### config.mk
export PLATFORM = sky130hd
export DESIGN_NAME = mux_sel_sequencer_flat
export DESIGN_NICKNAME = d
export VERILOG_FILES = /design/src/rtl/mux_sel_sequencer_pkg.sv /design/src/rtl/mux_sel_sequencer_if.sv /design/src/rtl/mux_sel_sequencer_rr_next_finder.sv /design/src/rtl/mux_sel_sequencer.sv /design/src/flat_wrapper.sv
export SDC_FILE = /design/constraint.sdc
export NUM_CORES = 1
export LEC_CHECK = 0
export BUFFER_PORTS_ARGS = -buffer_cell sky130_fd_sc_hd__clkbuf_2
export CELL_PAD_IN_SITES_DETAIL_PLACEMENT = 0
export CELL_PAD_IN_SITES_GLOBAL_PLACEMENT = 2
export CORE_ASPECT_RATIO = 1.75
export CORE_MARGIN = 2
export CORE_UTILIZATION = 30
export DETAILED_ROUTE_END_ITERATION = 7
export MAX_ROUTING_LAYER = met4
export PLACE_DENSITY_LB_ADDON = 0.1
export SETUP_SLACK_MARGIN = 0.5
export SYNTH_ARGS = -nofsm -noshare
export SYNTH_HDL_FRONTEND = slang
export SYNTH_SLANG_ARGS = --single-unit
### constraint.sdc
create_clock -name clk -period 5.5 [get_ports clk]
set_input_delay 0 -clock clk [delete_from_list [all_inputs] [get_ports clk]]
set_output_delay 0 -clock clk [all_outputs]
set_load 0.1 [all_outputs]
### src/rtl/mux_sel_sequencer_pkg.sv
// Shared types and default sizing for the mux select sequencer and the mux stage it drives.
package mux_seq_pkg;

  localparam int unsigned NUM_CH  = 6;
  localparam int unsigned SEL_W   = 3;
  localparam int unsigned DWELL_W = 4;

  typedef enum logic [0:0] {
    StIdle,
    StDwell
  } state_e;

  typedef logic [SEL_W-1:0]   sel_t;
  typedef logic [NUM_CH-1:0]  mask_t;
  typedef logic [DWELL_W-1:0] dwell_t;

endpackage

### src/rtl/mux_sel_sequencer_if.sv
// Control/status bundle between a scan controller (master) and the sequencer (slave).
interface mux_sel_sequencer_if;
  import mux_seq_pkg::*;

  logic   start;
  logic   stop;
  mask_t  en_mask;
  dwell_t dwell;
  sel_t   sel;
  logic   sel_valid;
  logic   busy;
  logic   wrap;
  logic   err;

  modport master (
    output start,
    output stop,
    output en_mask,
    output dwell,
    input  sel,
    input  sel_valid,
    input  busy,
    input  wrap,
    input  err
  );

  modport slave (
    input  start,
    input  stop,
    input  en_mask,
    input  dwell,
    output sel,
    output sel_valid,
    output busy,
    output wrap,
    output err
  );

endinterface

### src/rtl/mux_sel_sequencer_rr_next_finder.sv
// Circular search for the next enabled channel after cur; cur itself is the last candidate.
module rr_next_finder #(
  parameter int unsigned NUM_CH = 6,
  parameter int unsigned SEL_W  = 3
) (
  input  logic [NUM_CH-1:0] mask,
  input  logic [SEL_W-1:0]  cur,
  output logic [SEL_W-1:0]  nxt,
  output logic              found,
  output logic              wrapped
);

  always_comb begin
    nxt   = '0;
    found = 1'b0;
    // Walk from the farthest candidate to the nearest so the nearest hit wins.
    for (int unsigned k = NUM_CH; k >= 1; k--) begin
      logic [SEL_W-1:0] cand;
      cand = SEL_W'((32'(cur) + k) % NUM_CH);
      if (mask[cand]) begin
        nxt   = cand;
        found = 1'b1;
      end
    end
    wrapped = found && (nxt <= cur);
  end

endmodule

### src/rtl/mux_sel_sequencer.sv
// Round-robin select sequencer: steps sel over enabled channels, holding each for dwell+1 cycles.
module mux_sel_sequencer #(
  parameter int unsigned NUM_CH  = mux_seq_pkg::NUM_CH,
  parameter int unsigned SEL_W   = mux_seq_pkg::SEL_W,
  parameter int unsigned DWELL_W = mux_seq_pkg::DWELL_W
) (
  input logic                clk,
  input logic                rst,
  mux_sel_sequencer_if.slave bus
);
  import mux_seq_pkg::*;

  state_e             state_q;
  logic [SEL_W-1:0]   sel_q;
  logic [DWELL_W-1:0] cnt_q;
  logic               sel_valid_q;
  logic               busy_q;
  logic               wrap_q;
  logic               err_q;

  logic [SEL_W-1:0]   find_cur;
  logic [SEL_W-1:0]   find_nxt;
  logic               find_found;
  logic               find_wrapped;

  // From IDLE, searching after the top index yields the lowest enabled channel.
  assign find_cur = (state_q == StIdle) ? SEL_W'(NUM_CH - 1) : sel_q;

  rr_next_finder #(
    .NUM_CH (NUM_CH),
    .SEL_W  (SEL_W)
  ) u_finder (
    .mask    (bus.en_mask),
    .cur     (find_cur),
    .nxt     (find_nxt),
    .found   (find_found),
    .wrapped (find_wrapped)
  );

  always_ff @(posedge clk or posedge rst) begin
    if (rst) begin
      state_q     <= StIdle;
      sel_q       <= '0;
      cnt_q       <= '0;
      sel_valid_q <= 1'b0;
      busy_q      <= 1'b0;
      wrap_q      <= 1'b0;
      err_q       <= 1'b0;
    end else begin
      wrap_q <= 1'b0;
      err_q  <= 1'b0;
      unique case (state_q)
        StIdle: begin
          sel_valid_q <= 1'b0;
          busy_q      <= 1'b0;
          if (bus.start) begin
            if (find_found) begin
              state_q     <= StDwell;
              sel_q       <= find_nxt;
              cnt_q       <= bus.dwell;
              sel_valid_q <= 1'b1;
              busy_q      <= 1'b1;
            end else begin
              err_q <= 1'b1;
            end
          end
        end
        StDwell: begin
          if (bus.stop) begin
            state_q     <= StIdle;
            sel_valid_q <= 1'b0;
            busy_q      <= 1'b0;
          end else if (cnt_q != '0) begin
            cnt_q <= cnt_q - 1'b1;
          end else if (find_found) begin
            sel_q  <= find_nxt;
            cnt_q  <= bus.dwell;
            wrap_q <= find_wrapped;
          end else begin
            // Mask emptied while scanning: abandon the pass, sel keeps its last value.
            state_q     <= StIdle;
            sel_valid_q <= 1'b0;
            busy_q      <= 1'b0;
            err_q       <= 1'b1;
          end
        end
        default: state_q <= StIdle;
      endcase
    end
  end

  assign bus.sel       = sel_q;
  assign bus.sel_valid = sel_valid_q;
  assign bus.busy      = busy_q;
  assign bus.wrap      = wrap_q;
  assign bus.err       = err_q;

endmodule

### src/flat_wrapper.sv
// flat-port wrapper written by rule: the top's interface ports become plain ports
module mux_sel_sequencer_flat import mux_seq_pkg::*;
#(
  parameter int unsigned NUM_CH  = mux_seq_pkg::NUM_CH,
  parameter int unsigned SEL_W   = mux_seq_pkg::SEL_W,
  parameter int unsigned DWELL_W = mux_seq_pkg::DWELL_W
)
  (clk, rst, bus_start, bus_stop, bus_en_mask, bus_dwell, bus_sel, bus_sel_valid, bus_busy, bus_wrap, bus_err);
  mux_sel_sequencer_if bus_i ();
  input logic clk;
  input logic rst;
  input wire logic [$bits(bus_i.start)-1:0] bus_start;
  input wire logic [$bits(bus_i.stop)-1:0] bus_stop;
  input wire logic [$bits(bus_i.en_mask)-1:0] bus_en_mask;
  input wire logic [$bits(bus_i.dwell)-1:0] bus_dwell;
  output wire logic [$bits(bus_i.sel)-1:0] bus_sel;
  output wire logic [$bits(bus_i.sel_valid)-1:0] bus_sel_valid;
  output wire logic [$bits(bus_i.busy)-1:0] bus_busy;
  output wire logic [$bits(bus_i.wrap)-1:0] bus_wrap;
  output wire logic [$bits(bus_i.err)-1:0] bus_err;
  assign bus_i.start = bus_start;
  assign bus_i.stop = bus_stop;
  assign bus_i.en_mask = bus_en_mask;
  assign bus_i.dwell = bus_dwell;
  assign bus_sel = bus_i.sel;
  assign bus_sel_valid = bus_i.sel_valid;
  assign bus_busy = bus_i.busy;
  assign bus_wrap = bus_i.wrap;
  assign bus_err = bus_i.err;
  mux_sel_sequencer #(.NUM_CH(NUM_CH), .SEL_W(SEL_W), .DWELL_W(DWELL_W)) u_core (.clk(clk), .rst(rst), .bus(bus_i));
endmodule
* Yosys cells after proc, flatten, opt, wreduce, memory -nomap -nowiden
Index checks and enable logic that the tools add are counted.
Cells by class: order comparisons 7, $add $sub $neg 7, bitwise gates (word level) 1, equality and inequality tests 5, mux-type cells 53, reductions and logical operators 5, divide/modulo/power cells 6
Operator list (count):
- 32-bit by 3-bit remainder unit with 32-bit output, second input constant | 6
- 3-bit two-way mux | 11
- 1-bit two-way mux | 27
- 3-bit by 4-bit < comparator with 1-bit output, second input constant | 6
- 1-bit binary-select mux with 3-bit select | 6
- 4-bit two-way mux | 4
- 3-bit by 3-bit adder with 4-bit output, second input constant | 3
- 3-bit by 2-bit adder with 4-bit output, second input constant | 2
- 4-bit case mux with 2 select lines | 1
- 2-bit inequality test, second input constant | 3
- 3-bit inequality test, second input constant | 2
- 1-bit case mux with 2 select lines | 3
- 3-bit case mux with 2 select lines | 1
- 3-bit by 1-bit adder with 4-bit output, second input constant | 1
- 2-bit AND reduction | 2
- 4-bit nonzero test | 1
- 4-bit by 1-bit subtractor with 4-bit output, second input constant | 1
- 3-bit <= comparator | 1
- 3-bit AND reduction | 1
- 1-bit logical AND | 1
- 1-bit NOT | 1
Word-level totals: output and inout port bits 7, bits of input ports 14, word-level logic and storage cells 90, register bits 11

* Depth between registers and ports, before layout
Gate-level depths: netlist of the first run.
depth in word-level cells 17, mapped depth 22, gate-level depth less buffers 20

* Cells and area by module
A second synthesis of the first run with hierarchy kept.
Unflattened totals: cells, all modules 216, area total of the unflattened synthesis 1770.4 um^2
By module, submodules not included:
- rr_next_finder | area an instance 1144.8 um^2, times used 1, cells each 149
- mux_sel_sequencer | area an instance 625.6 um^2, times used 1, cells each 67

* Worst setup path before layout of the first run
Ideal clock, no wire load.
kind reg-to-reg, from reg u_core.sel_q[1], in the netlist u_core.bus.sel[1], to reg u_core.wrap_q, in the netlist u_core.bus.wrap, library setup time 0.101 ns, data arrival time 4.629 ns, data required time 5.399 ns, cell stages (with the launch flop) 20, setup slack 0.770 ns, buffers on the path 1, clock period less this slack 4.730 ns, cells stage by stage dfrtp_1 nand2_1 inv_1 ha_1 buf_2 xnor2_4 inv_2 ha_1 nand2b_1 or4_1 o221ai_1 a221o_1 mux2_4 o31ai_1 a21o_1 ha_1 a21o_1 a21oi_1 a31oi_1 nor4_1
On the way: word-level cells in the longest chain between the ends 17, elaborated cells on any way between the ends 43, classes of those cells add/sub: 6; div: 6; order compare: 1; mux: 29; reduce/logical: 1
Ends and longest elaborated chain:
- from (decl) | line mux_sel_sequencer.sv:14 | logic [SEL_W-1:0] sel_q;
- from (signal assigned) | line mux_sel_sequencer.sv:59 | sel_q <= find_nxt;
- from (signal assigned) | line mux_sel_sequencer.sv:76 | sel_q <= find_nxt;
- 3-bit two-way mux (*) | line mux_sel_sequencer.sv:27 | assign find_cur = (state_q == StIdle) ? SEL_W'(NUM_CH - 1) : sel_q;
- 3-bit by 3-bit adder with 4-bit output | line mux_sel_sequencer_rr_next_finder.sv:19 | cand = SEL_W'((32'(cur) + k) % NUM_CH);
- 32-bit by 3-bit remainder unit with 32-bit output | line mux_sel_sequencer_rr_next_finder.sv:19
- 1-bit binary-select mux with 3-bit select | line mux_sel_sequencer_rr_next_finder.sv:20 | if (mask[cand]) begin
- 1-bit two-way mux (implied by the code) | line mux_sel_sequencer_rr_next_finder.sv:20
- 3-bit two-way mux (5 in series) | line mux_sel_sequencer_rr_next_finder.sv:20
- 3-bit two-way mux (*) | line mux_sel_sequencer_rr_next_finder.sv:20
- net u_core.find_nxt[1] | line mux_sel_sequencer.sv:22 | logic [SEL_W-1:0] find_nxt;
- 3-bit <= comparator (*) | line mux_sel_sequencer_rr_next_finder.sv:25 | wrapped = found && (nxt <= cur);
- 1-bit logical AND (*) | line mux_sel_sequencer_rr_next_finder.sv:25
- 1-bit two-way mux (*) | line mux_sel_sequencer.sv:75 | end else if (find_found) begin
- 1-bit two-way mux (*) | line mux_sel_sequencer.sv:73 | end else if (cnt_q != '0) begin
- 1-bit two-way mux (*) | line mux_sel_sequencer.sv:69 | if (bus.stop) begin
- 1-bit two-way mux (*) | line mux_sel_sequencer.sv:52 | unique case (state_q)
- to (signal assigned) | line mux_sel_sequencer.sv:78 | wrap_q <= find_wrapped;
- to (decl) | line mux_sel_sequencer.sv:18 | logic wrap_q;
The timed path passes the listed nets; every way through them passes the cells marked *. The select of a mux whose other input is x is not followed. A chain may end at the register's enable or synchronous reset.

* Worst setup path after layout of the first run
from reg u_core.state_q, to reg u_core.wrap_q, in the netlist u_core.bus.wrap
On the way: word-level cells in the longest chain between the ends 17, elaborated cells on any way between the ends 43, classes of those cells add/sub: 6; div: 6; order compare: 1; mux: 29; reduce/logical: 1
Ends and longest elaborated chain:
- from (decl) | line mux_sel_sequencer.sv:13 | state_e state_q;
- from (signal assigned) | line mux_sel_sequencer.sv:42 | state_q <= StIdle;
- from (signal assigned) | line mux_sel_sequencer.sv:58 | state_q <= StDwell;
- from (signal assigned) | line mux_sel_sequencer.sv:70 | state_q <= StIdle;
- 3-bit two-way mux (*) | line mux_sel_sequencer.sv:27
- 3-bit by 3-bit adder with 4-bit output | line mux_sel_sequencer_rr_next_finder.sv:19
- 32-bit by 3-bit remainder unit with 32-bit output | line mux_sel_sequencer_rr_next_finder.sv:19
- 1-bit binary-select mux with 3-bit select | line mux_sel_sequencer_rr_next_finder.sv:20
- 1-bit two-way mux (implied by the code) | line mux_sel_sequencer_rr_next_finder.sv:20
- 3-bit two-way mux (5 in series) | line mux_sel_sequencer_rr_next_finder.sv:20
- 3-bit two-way mux (*) | line mux_sel_sequencer_rr_next_finder.sv:20
- net u_core.find_nxt[1] | line mux_sel_sequencer.sv:22
- 3-bit <= comparator (*) | line mux_sel_sequencer_rr_next_finder.sv:25
- 1-bit logical AND (*) | line mux_sel_sequencer_rr_next_finder.sv:25
- 1-bit two-way mux (*) | line mux_sel_sequencer.sv:75
- 1-bit two-way mux (*) | line mux_sel_sequencer.sv:73
- 1-bit two-way mux (*) | line mux_sel_sequencer.sv:69
- 1-bit two-way mux (*) | line mux_sel_sequencer.sv:52
Marks and branches as above.

==> impl_metrics.prom, run 1 <==
# TYPE chip_impl_metric gauge
chip_impl_metric{name="detail_route.drc_violations",unit=""} 0
chip_impl_metric{name="setup_violation_total_in_the_final_timing_report",unit=""} 0
chip_impl_metric{name="die-area",unit="um2"} 6710
chip_impl_info{name="outcome",value="complete, no violations"} 1
chip_impl_metric{name="post_synth_instance_area",unit="um2"} 1820
chip_impl_info{name="leading_register_cell_type_out_of_synthesis",value="sky130_fd_sc_hd__dfrtp_1"} 1
chip_impl_metric{name="initial_core_util",unit="%"} 30.9
chip_impl_info{name="cp-start-kind",value="register"} 1
chip_impl_info{name="crit_path_end_kind",value="register"} 1
chip_impl_metric{name="critical_path_arrival",unit="ns"} 4.72
chip_impl_metric{name="final.fill_count",unit=""} 665
chip_impl_metric{name="place_worst_setup_slack",unit="ns"} 0.677
chip_impl_metric{name="final_layout_size_suffix_gt1_share",unit="%"} 21.1
chip_impl_metric{name="hpwl",unit="um"} 4800
chip_impl_metric{name="cts.htree.levels",unit=""} 1
chip_impl_metric{name="required",unit="ns"} 5.64
chip_impl_metric{name="floorplan.io_pins",unit=""} 21
chip_impl_metric{name="cts.repair_timing.setup_buffer_count",unit=""} 0
chip_impl_metric{name="crit_path_max_fanout",unit=""} 12
chip_impl_metric{name="grt_first_pass_wirelength",unit="um"} 9180
chip_impl_info{name="worst-setup-path-type",value="reg -> reg"} 1
chip_impl_metric{name="max_fclk",unit="MHz"} 218
chip_impl_metric{name="synth_seq_area_share",unit="%"} 15.2
chip_impl_metric{name="setup_ws",unit="ns"} 0.914
chip_impl_metric{name="cts_buffers",unit=""} 3
chip_impl_metric{name="synth-edff-count",unit=""} 0
chip_impl_metric{name="synthDominantCellAreaShare",unit="%"} 15.2
chip_impl_metric{name="layout_min_cycle_time",unit="ns"} 4.59
chip_impl_info{name="rsz0062_at_grt",value="no"} 1
chip_impl_metric{name="timing_hold_violations_final",unit=""} 0
chip_impl_metric{name="post_synth_num_cell_types",unit=""} 74
chip_impl_metric{name="max-cap-violations",unit=""} 0
chip_impl_metric{name="synth_area_per_cell",unit="um2"} 8.33
chip_impl_metric{name="area.growth.synth_to_final",unit="%"} 11.9
chip_impl_metric{name="max_slew_margin",unit="%"} 49.1
chip_impl_metric{name="clkTransAtPathRegs",unit="ns"} 0.05
chip_impl_metric{name="max_slew_violation_count",unit=""} 0
chip_impl_info{name="synth_top_cell_by_area",value="sky130_fd_sc_hd__dfrtp_1"} 1
chip_impl_metric{name="ys_ff_latch",unit=""} 11
chip_impl_metric{name="io_buffers",unit=""} 20
chip_impl_info{name="synth.top_cells.by_area",value="sky130_fd_sc_hd__dfrtp_1 (15%), sky130_fd_sc_hd__ha_1 (11%), sky130_fd_sc_hd__mux2i_1 (4.4%)"} 1
chip_impl_metric{name="finalSetupTns",unit="ns"} 0
chip_impl_metric{name="worst_pin_slew",unit="ns"} 0.756
chip_impl_metric{name="worst_skew_pair.late_latency",unit="ns"} 0.23
chip_impl_metric{name="syn_inst",unit=""} 218
chip_impl_metric{name="antenna_left",unit=""} 0
chip_impl_metric{name="core_area",unit="um2"} 5880
chip_impl_info{name="yosysMostFrequentCell",value="sky130_fd_sc_hd__nand2_1"} 1
chip_impl_metric{name="grt_antenna_before_repair",unit=""} 0
chip_impl_metric{name="routed-via-count",unit=""} 1730
chip_impl_metric{name="wirelength",unit="um"} 5720
chip_impl_metric{name="die_width",unit="um"} 62.8
chip_impl_metric{name="drt-pass1-iter-count",unit=""} 6
chip_impl_info{name="netlist_top_cells_count",value="sky130_fd_sc_hd__nand2_1 (17), sky130_fd_sc_hd__ha_1 (16), sky130_fd_sc_hd__inv_1 (13)"} 1
chip_impl_metric{name="drt-initial-drc-count",unit=""} 59
chip_impl_metric{name="layout_worst_path_cycle_share",unit="%"} 83.4
chip_impl_metric{name="largest_net_degree_at_the_start_of_global_routing",unit=""} 17
chip_impl_metric{name="route.detailed.wl_per_inst",unit="um"} 18.1
chip_impl_metric{name="place_congestion",unit=""} 0.825
chip_impl_metric{name="chipHeight",unit="um"} 107
chip_impl_metric{name="globalRouteTotalUtil",unit="%"} 18.4
chip_impl_metric{name="antenna_cells",unit=""} 0
chip_impl_info{name="min_path_type",value="in -> reg"} 1
chip_impl_metric{name="warnings_from_yosys",unit=""} 0
chip_impl_metric{name="fin_worst_skew",unit="ns"} 0.000642
chip_impl_metric{name="postSynth.asyncResetShare",unit="%"} 100
chip_impl_info{name="clockRootBuffer",value="sky130_fd_sc_hd__clkbuf_8"} 1
chip_impl_metric{name="timing.hold.worst_path_depth",unit=""} 3
chip_impl_metric{name="globalRoute.totalOverflow",unit=""} 0
chip_impl_metric{name="worstRegToRegCells",unit=""} 19
chip_impl_metric{name="final_net_count",unit=""} 268
chip_impl_metric{name="placementRows",unit=""} 37
chip_impl_metric{name="cts.sink_count",unit=""} 11
chip_impl_metric{name="clk_path_buf_depth",unit=""} 2
chip_impl_metric{name="synthesis.nets",unit=""} 248
chip_impl_info{name="cts_tree",value="yes"} 1
chip_impl_metric{name="first_global_vias",unit=""} 1770
chip_impl_metric{name="viasPerCell",unit=""} 5.49
[cells by family (layout without fill, tap and decap cells)]
group | Yosys count | after routing | share of synthesized area, %
mux | 16 | 16 | 10.3
fa+ha+maj | 16 | 16 | 11.0
xor+xnor | 3 | 3 | 2.48
buf+inv | 25 | 44 | 7.03
compound gates | 78 | 78 | 32.5
simple gates | 69 | 69 | 21.6
flops | 11 | 11 | 15.2
[final timing paths]
check	endpoint	start	slack, ns
worst max register to register	u_core.bus.wrap	u_core.state_q	0.91
min in group asynchronous	u_core.cnt_q[2]	rst	0.29
worst min-delay path	u_core.cnt_q[2]	bus_dwell[2]	0.05
worst min register to register	u_core.bus.sel_valid	u_core.bus.sel_valid	0.56
max in group asynchronous	u_core.cnt_q[0]	rst	4.91
worst max-delay path	u_core.bus.wrap	u_core.state_q	0.91
[stage by stage]
step                      instance area [um2]  hold WS (ns)  std cells  util, %
final                                    2030        0.0510        315     34.6
after global routing                     2030        0.0689        315     34.6
after CTS                                2030        0.0505        315     34.5
after detailed placement                 1970        0.0177        310     33.5
after global placement                   1970        0.0152        310     33.5
after floorplan                          1820        -0.148        218        -
[cell usage in the layout (no fill, tap or decap), types with 4 or more instances in the layout]
cell                       instances
sky130_fd_sc_hd__mux2i_1           8
sky130_fd_sc_hd__and2_1            4
sky130_fd_sc_hd__inv_1            13
sky130_fd_sc_hd__ha_1             15
sky130_fd_sc_hd__a31oi_1           6
sky130_fd_sc_hd__nor2_1           11
sky130_fd_sc_hd__nor3_1            4
sky130_fd_sc_hd__o21ai_1           4
sky130_fd_sc_hd__nand2_1          17
sky130_fd_sc_hd__a21oi_1          12
sky130_fd_sc_hd__o21ai_0           9
sky130_fd_sc_hd__clkbuf_2         20
sky130_fd_sc_hd__a21o_1            6
sky130_fd_sc_hd__nand2b_1          9
sky130_fd_sc_hd__dfrtp_1          11
[final cells by class]
type                       instances  area, um2  share of cell area [%]
clock buffer                       4       45.0                    2.22
inverter                          17       71.3                    3.51
multi-input combinational        182       1420                    69.8
sequential                        11        275                    13.5
tap                               78       97.6                    4.80
timing repair buffer              23        125                    6.16
[worst max-delay path, cell delays in order (launching register included)]
cell	delay, ns
sky130_fd_sc_hd__dfrtp_1	0.37
sky130_fd_sc_hd__buf_4	0.18
sky130_fd_sc_hd__nand2_1	0.29
sky130_fd_sc_hd__inv_1	0.25
sky130_fd_sc_hd__ha_1	0.36
sky130_fd_sc_hd__nand2_1	0.18
sky130_fd_sc_hd__nand2_1	0.13
sky130_fd_sc_hd__ha_1	0.30
sky130_fd_sc_hd__nand2b_1	0.17
sky130_fd_sc_hd__or4_1	0.40
sky130_fd_sc_hd__o221ai_1	0.08
sky130_fd_sc_hd__a221o_1	0.28
sky130_fd_sc_hd__mux2_4	0.34
sky130_fd_sc_hd__o31ai_1	0.23
sky130_fd_sc_hd__a21o_1	0.16
sky130_fd_sc_hd__ha_1	0.24
sky130_fd_sc_hd__a21o_1	0.16
sky130_fd_sc_hd__a21oi_1	0.13
sky130_fd_sc_hd__a31oi_1	0.06
sky130_fd_sc_hd__nor4_1	0.16
[routing by layer]
metal	up-vias	part of all wire, %	track usage, %
li1	861	-	-
met2	29	60	38.7
met4	0	3.4	8.57
met3	10	1.8	0.839
met5	-	0	-
met1	830	35	16.1
[registers in the layout (all words and copies together) (netlist names)]
| signal | flops |
|---|---|
| u_core.bus.wrap | 1 |
| u_core.bus.sel | 3 |
| u_core.bus.err | 1 |
| u_core.cnt_q | 4 |
| u_core.state_q | 1 |
| u_core.bus.sel_valid | 1 |
[repair_timing]
item | 4_1_cts | 5_1_grt
endpoints found under the hold margin | 11 | 0
endpoints found under the setup margin | 0 | 1
hold buffers | 1 | 0
gates resized for setup | 0 | 2
Power of run 1 is left out: the tool's default activity adds up to more than one toggle a clock period on the data nets, which glitch-free logic cannot reach.
==> run 2: changes to the inputs <==
==> constraint.sdc (replaced) <==
create_clock -name clk -period 4.49 [get_ports clk]
set_input_delay 0 -clock clk [delete_from_list [all_inputs] [get_ports clk]]
set_output_delay 0 -clock clk [all_outputs]
set_load 0.1 [all_outputs]
==> impl_metrics.prom, run 2 (synthesized netlist as in run 1, its figures left out) <==
# TYPE chip_impl_metric gauge
chip_impl_metric{name="drt-pass1-iter-count",unit=""} 4
chip_impl_metric{name="clk_path_buf_depth",unit=""} 2
chip_impl_metric{name="fin_worst_skew",unit="ns"} 0.00564
chip_impl_info{name="hold_path.startpoint",value="bus_dwell[2]"} 1
chip_impl_metric{name="timing.hold.worst_path_depth",unit=""} 3
chip_impl_metric{name="die-area",unit="um2"} 6710
chip_impl_metric{name="critical_path_arrival",unit="ns"} 4.01
chip_impl_info{name="cts_tree",value="yes"} 1
chip_impl_metric{name="final_layout_size_suffix_gt1_share",unit="%"} 34.2
chip_impl_metric{name="area.growth.synth_to_final",unit="%"} 29.8
chip_impl_metric{name="cts_buffers",unit=""} 3
chip_impl_metric{name="placementRows",unit=""} 37
chip_impl_metric{name="largest_net_degree_at_the_start_of_global_routing",unit=""} 13
chip_impl_metric{name="routed-via-count",unit=""} 1866
chip_impl_metric{name="core_area",unit="um2"} 5880
chip_impl_metric{name="viasPerCell",unit=""} 5.47
chip_impl_info{name="cp-start-kind",value="register"} 1
chip_impl_metric{name="finalSetupTns",unit="ns"} 0
chip_impl_metric{name="max_slew_violation_count",unit=""} 0
chip_impl_metric{name="crit_path_max_fanout",unit=""} 4
chip_impl_metric{name="globalRoute.totalOverflow",unit=""} 0
chip_impl_metric{name="post_place_instance_area",unit="um2"} 2060
chip_impl_info{name="largest-register",value="u_core.cnt_q"} 1
chip_impl_metric{name="floorplan.io_pins",unit=""} 21
chip_impl_metric{name="detail_route.drc_violations",unit=""} 0
chip_impl_metric{name="antenna_cells",unit=""} 0
chip_impl_metric{name="timing_hold_violations_final",unit=""} 0
chip_impl_metric{name="max_fclk",unit="MHz"} 258
chip_impl_metric{name="clkTransAtPathRegs",unit="ns"} 0.06
chip_impl_metric{name="layout_worst_path_cycle_share",unit="%"} 86.2
chip_impl_metric{name="hpwl",unit="um"} 4630
chip_impl_metric{name="first_global_vias",unit=""} 1872
chip_impl_info{name="hold_path_end",value="u_core.cnt_q[2]"} 1
chip_impl_info{name="clockRootBuffer",value="sky130_fd_sc_hd__clkbuf_8"} 1
chip_impl_metric{name="route.detailed.wl_per_inst",unit="um"} 17.6
chip_impl_metric{name="io_buffers",unit=""} 20
chip_impl_metric{name="place_congestion",unit=""} 0.816
chip_impl_metric{name="die_width",unit="um"} 62.8
chip_impl_metric{name="multiInputGateArea",unit="um2"} 1510
chip_impl_info{name="r2r_start",value="u_core.bus.sel[1]"} 1
chip_impl_metric{name="antenna_left",unit=""} 0
chip_impl_info{name="crit_path_end_kind",value="register"} 1
chip_impl_metric{name="initial_core_util",unit="%"} 30.9
chip_impl_info{name="rsz0062_at_grt",value="yes"} 1
chip_impl_info{name="worst-setup-path-type",value="reg -> reg"} 1
chip_impl_metric{name="layout_min_cycle_time",unit="ns"} 3.87
chip_impl_info{name="most-common-layout-cells",value="sky130_fd_sc_hd__buf_4 (23), sky130_fd_sc_hd__clkbuf_2 (20), sky130_fd_sc_hd__nand2_1 (14)"} 1
chip_impl_metric{name="worst_skew_pair.late_latency",unit="ns"} 0.24
chip_impl_info{name="timing.critical_path.cells",value="nand2_4, clkinvlp_4, ha_4, xnor2_4, inv_2, ha_4, nand2b_4, or4_1, o221ai_1, a221o_1, mux2_4, o31ai_2, a21o_1, ha_1, a21o_1, a21oi_1, a31oi_1, nor4_2"} 1
chip_impl_info{name="critPathSlowestCell",value="sky130_fd_sc_hd__dfrtp_4"} 1
chip_impl_info{name="min_path_type",value="in -> reg"} 1
chip_impl_info{name="outcome",value="complete, no violations"} 1
chip_impl_metric{name="final.fill_count",unit=""} 639
chip_impl_metric{name="required",unit="ns"} 4.63
chip_impl_metric{name="chipHeight",unit="um"} 107
chip_impl_metric{name="cts.htree.levels",unit=""} 1
chip_impl_metric{name="largest_register_ffs",unit=""} 4
chip_impl_metric{name="ff2ff_setup_slack",unit="ns"} 0.62
chip_impl_metric{name="final_net_count",unit=""} 294
chip_impl_metric{name="worst_pin_slew",unit="ns"} 0.873
chip_impl_metric{name="seqCellArea",unit="um2"} 288
chip_impl_metric{name="wirelength",unit="um"} 6010
chip_impl_metric{name="grt_antenna_before_repair",unit=""} 0
chip_impl_metric{name="setup_violation_total_in_the_final_timing_report",unit=""} 0
chip_impl_metric{name="max_slew_margin",unit="%"} 41.3
chip_impl_metric{name="cpPeakStageDelay",unit="ns"} 0.50
chip_impl_metric{name="globalRouteTotalUtil",unit="%"} 19.1
chip_impl_metric{name="drt-initial-drc-count",unit=""} 73
chip_impl_metric{name="final_core_utilization",unit="%"} 40.1
chip_impl_info{name="worstReg2RegEnd",value="u_core.bus.wrap"} 1
chip_impl_metric{name="max-cap-violations",unit=""} 0
chip_impl_metric{name="layout.cell_area.non_filler",unit="um2"} 2360
chip_impl_info{name="layout.cells.most_common",value="sky130_fd_sc_hd__buf_4"} 1
chip_impl_metric{name="cts.sink_count",unit=""} 11
chip_impl_metric{name="grt_first_pass_wirelength",unit="um"} 9580
chip_impl_metric{name="worstRegToRegCells",unit=""} 18
run 2: metal layers:
layer,up-vias,global-route usage (%),wire length (um)
li1,910,-,-
met1,891,17.3,2090
met2,46,38.5,3450
met3,19,0.944,130
met4,0,10.8,331
met5,-,-,0
run 2: final cells by class:
type | count | area share [%]
repair buffers | 49 | 14.4
well taps | 78 | 4.14
flip-flops and latches | 11 | 12.2
inverters | 17 | 3.40
clock buffers | 4 | 1.91
multi-input cells | 182 | 63.9
run 2: repair_timing:
item | 4_1_cts | 5_1_grt
buffers inserted | 15 | 7
hold buffers | 1 | 0
resized for setup | 10 | 7
pin swaps | 6 | 5
endpoints found under the setup margin | 7 | 4
cloned | 0 | 0
hold endpoints to repair | 11 | 0
run 2: worst max-delay path by stage:
stage | startpoint | end | slack (ns) | cells after the start
after floorplan | u_core.bus.sel[0] | u_core.bus.wrap | 0.39 | 20
after global placement | u_core.state_q | u_core.bus.wrap | 0.08 | 18
after detailed placement | u_core.state_q | u_core.bus.wrap | -0.04 | 18
after CTS | u_core.bus.sel[1] | u_core.bus.wrap | 0.50 | 20
after global routing | u_core.bus.sel[1] | u_core.bus.wrap | 0.33 | 18
final | u_core.bus.sel[1] | u_core.bus.wrap | 0.62 | 18
run 2: per-stage QoR:
step / cells / hold slack (ns) / setup slack, ns
2_1_floorplan: 218 / -0.148 / 0.395
3_3_place_gp: 314 / 0.0106 / 0.0762
3_5_place_dp: 314 / 0.0211 / -0.0422
4_1_cts: 334 / 0.0436 / 0.501
5_1_grt: 341 / 0.0513 / 0.331
6_report: 341 / 0.0406 / 0.620
run 2: critical path: cells and delay by family, from the launching register on:
family                     cells  cell delay [ns]
muxes                          1             0.35
DFF                            1             0.50
xor gates and xnor gates       1             0.18
AOI/OAI and AO/OA              7             1.06
and+or+nand+nor                4             0.76
adders and majority gates      3             0.69
buffers and inverters          2             0.24
Power of run 2 is left out for the same reason.
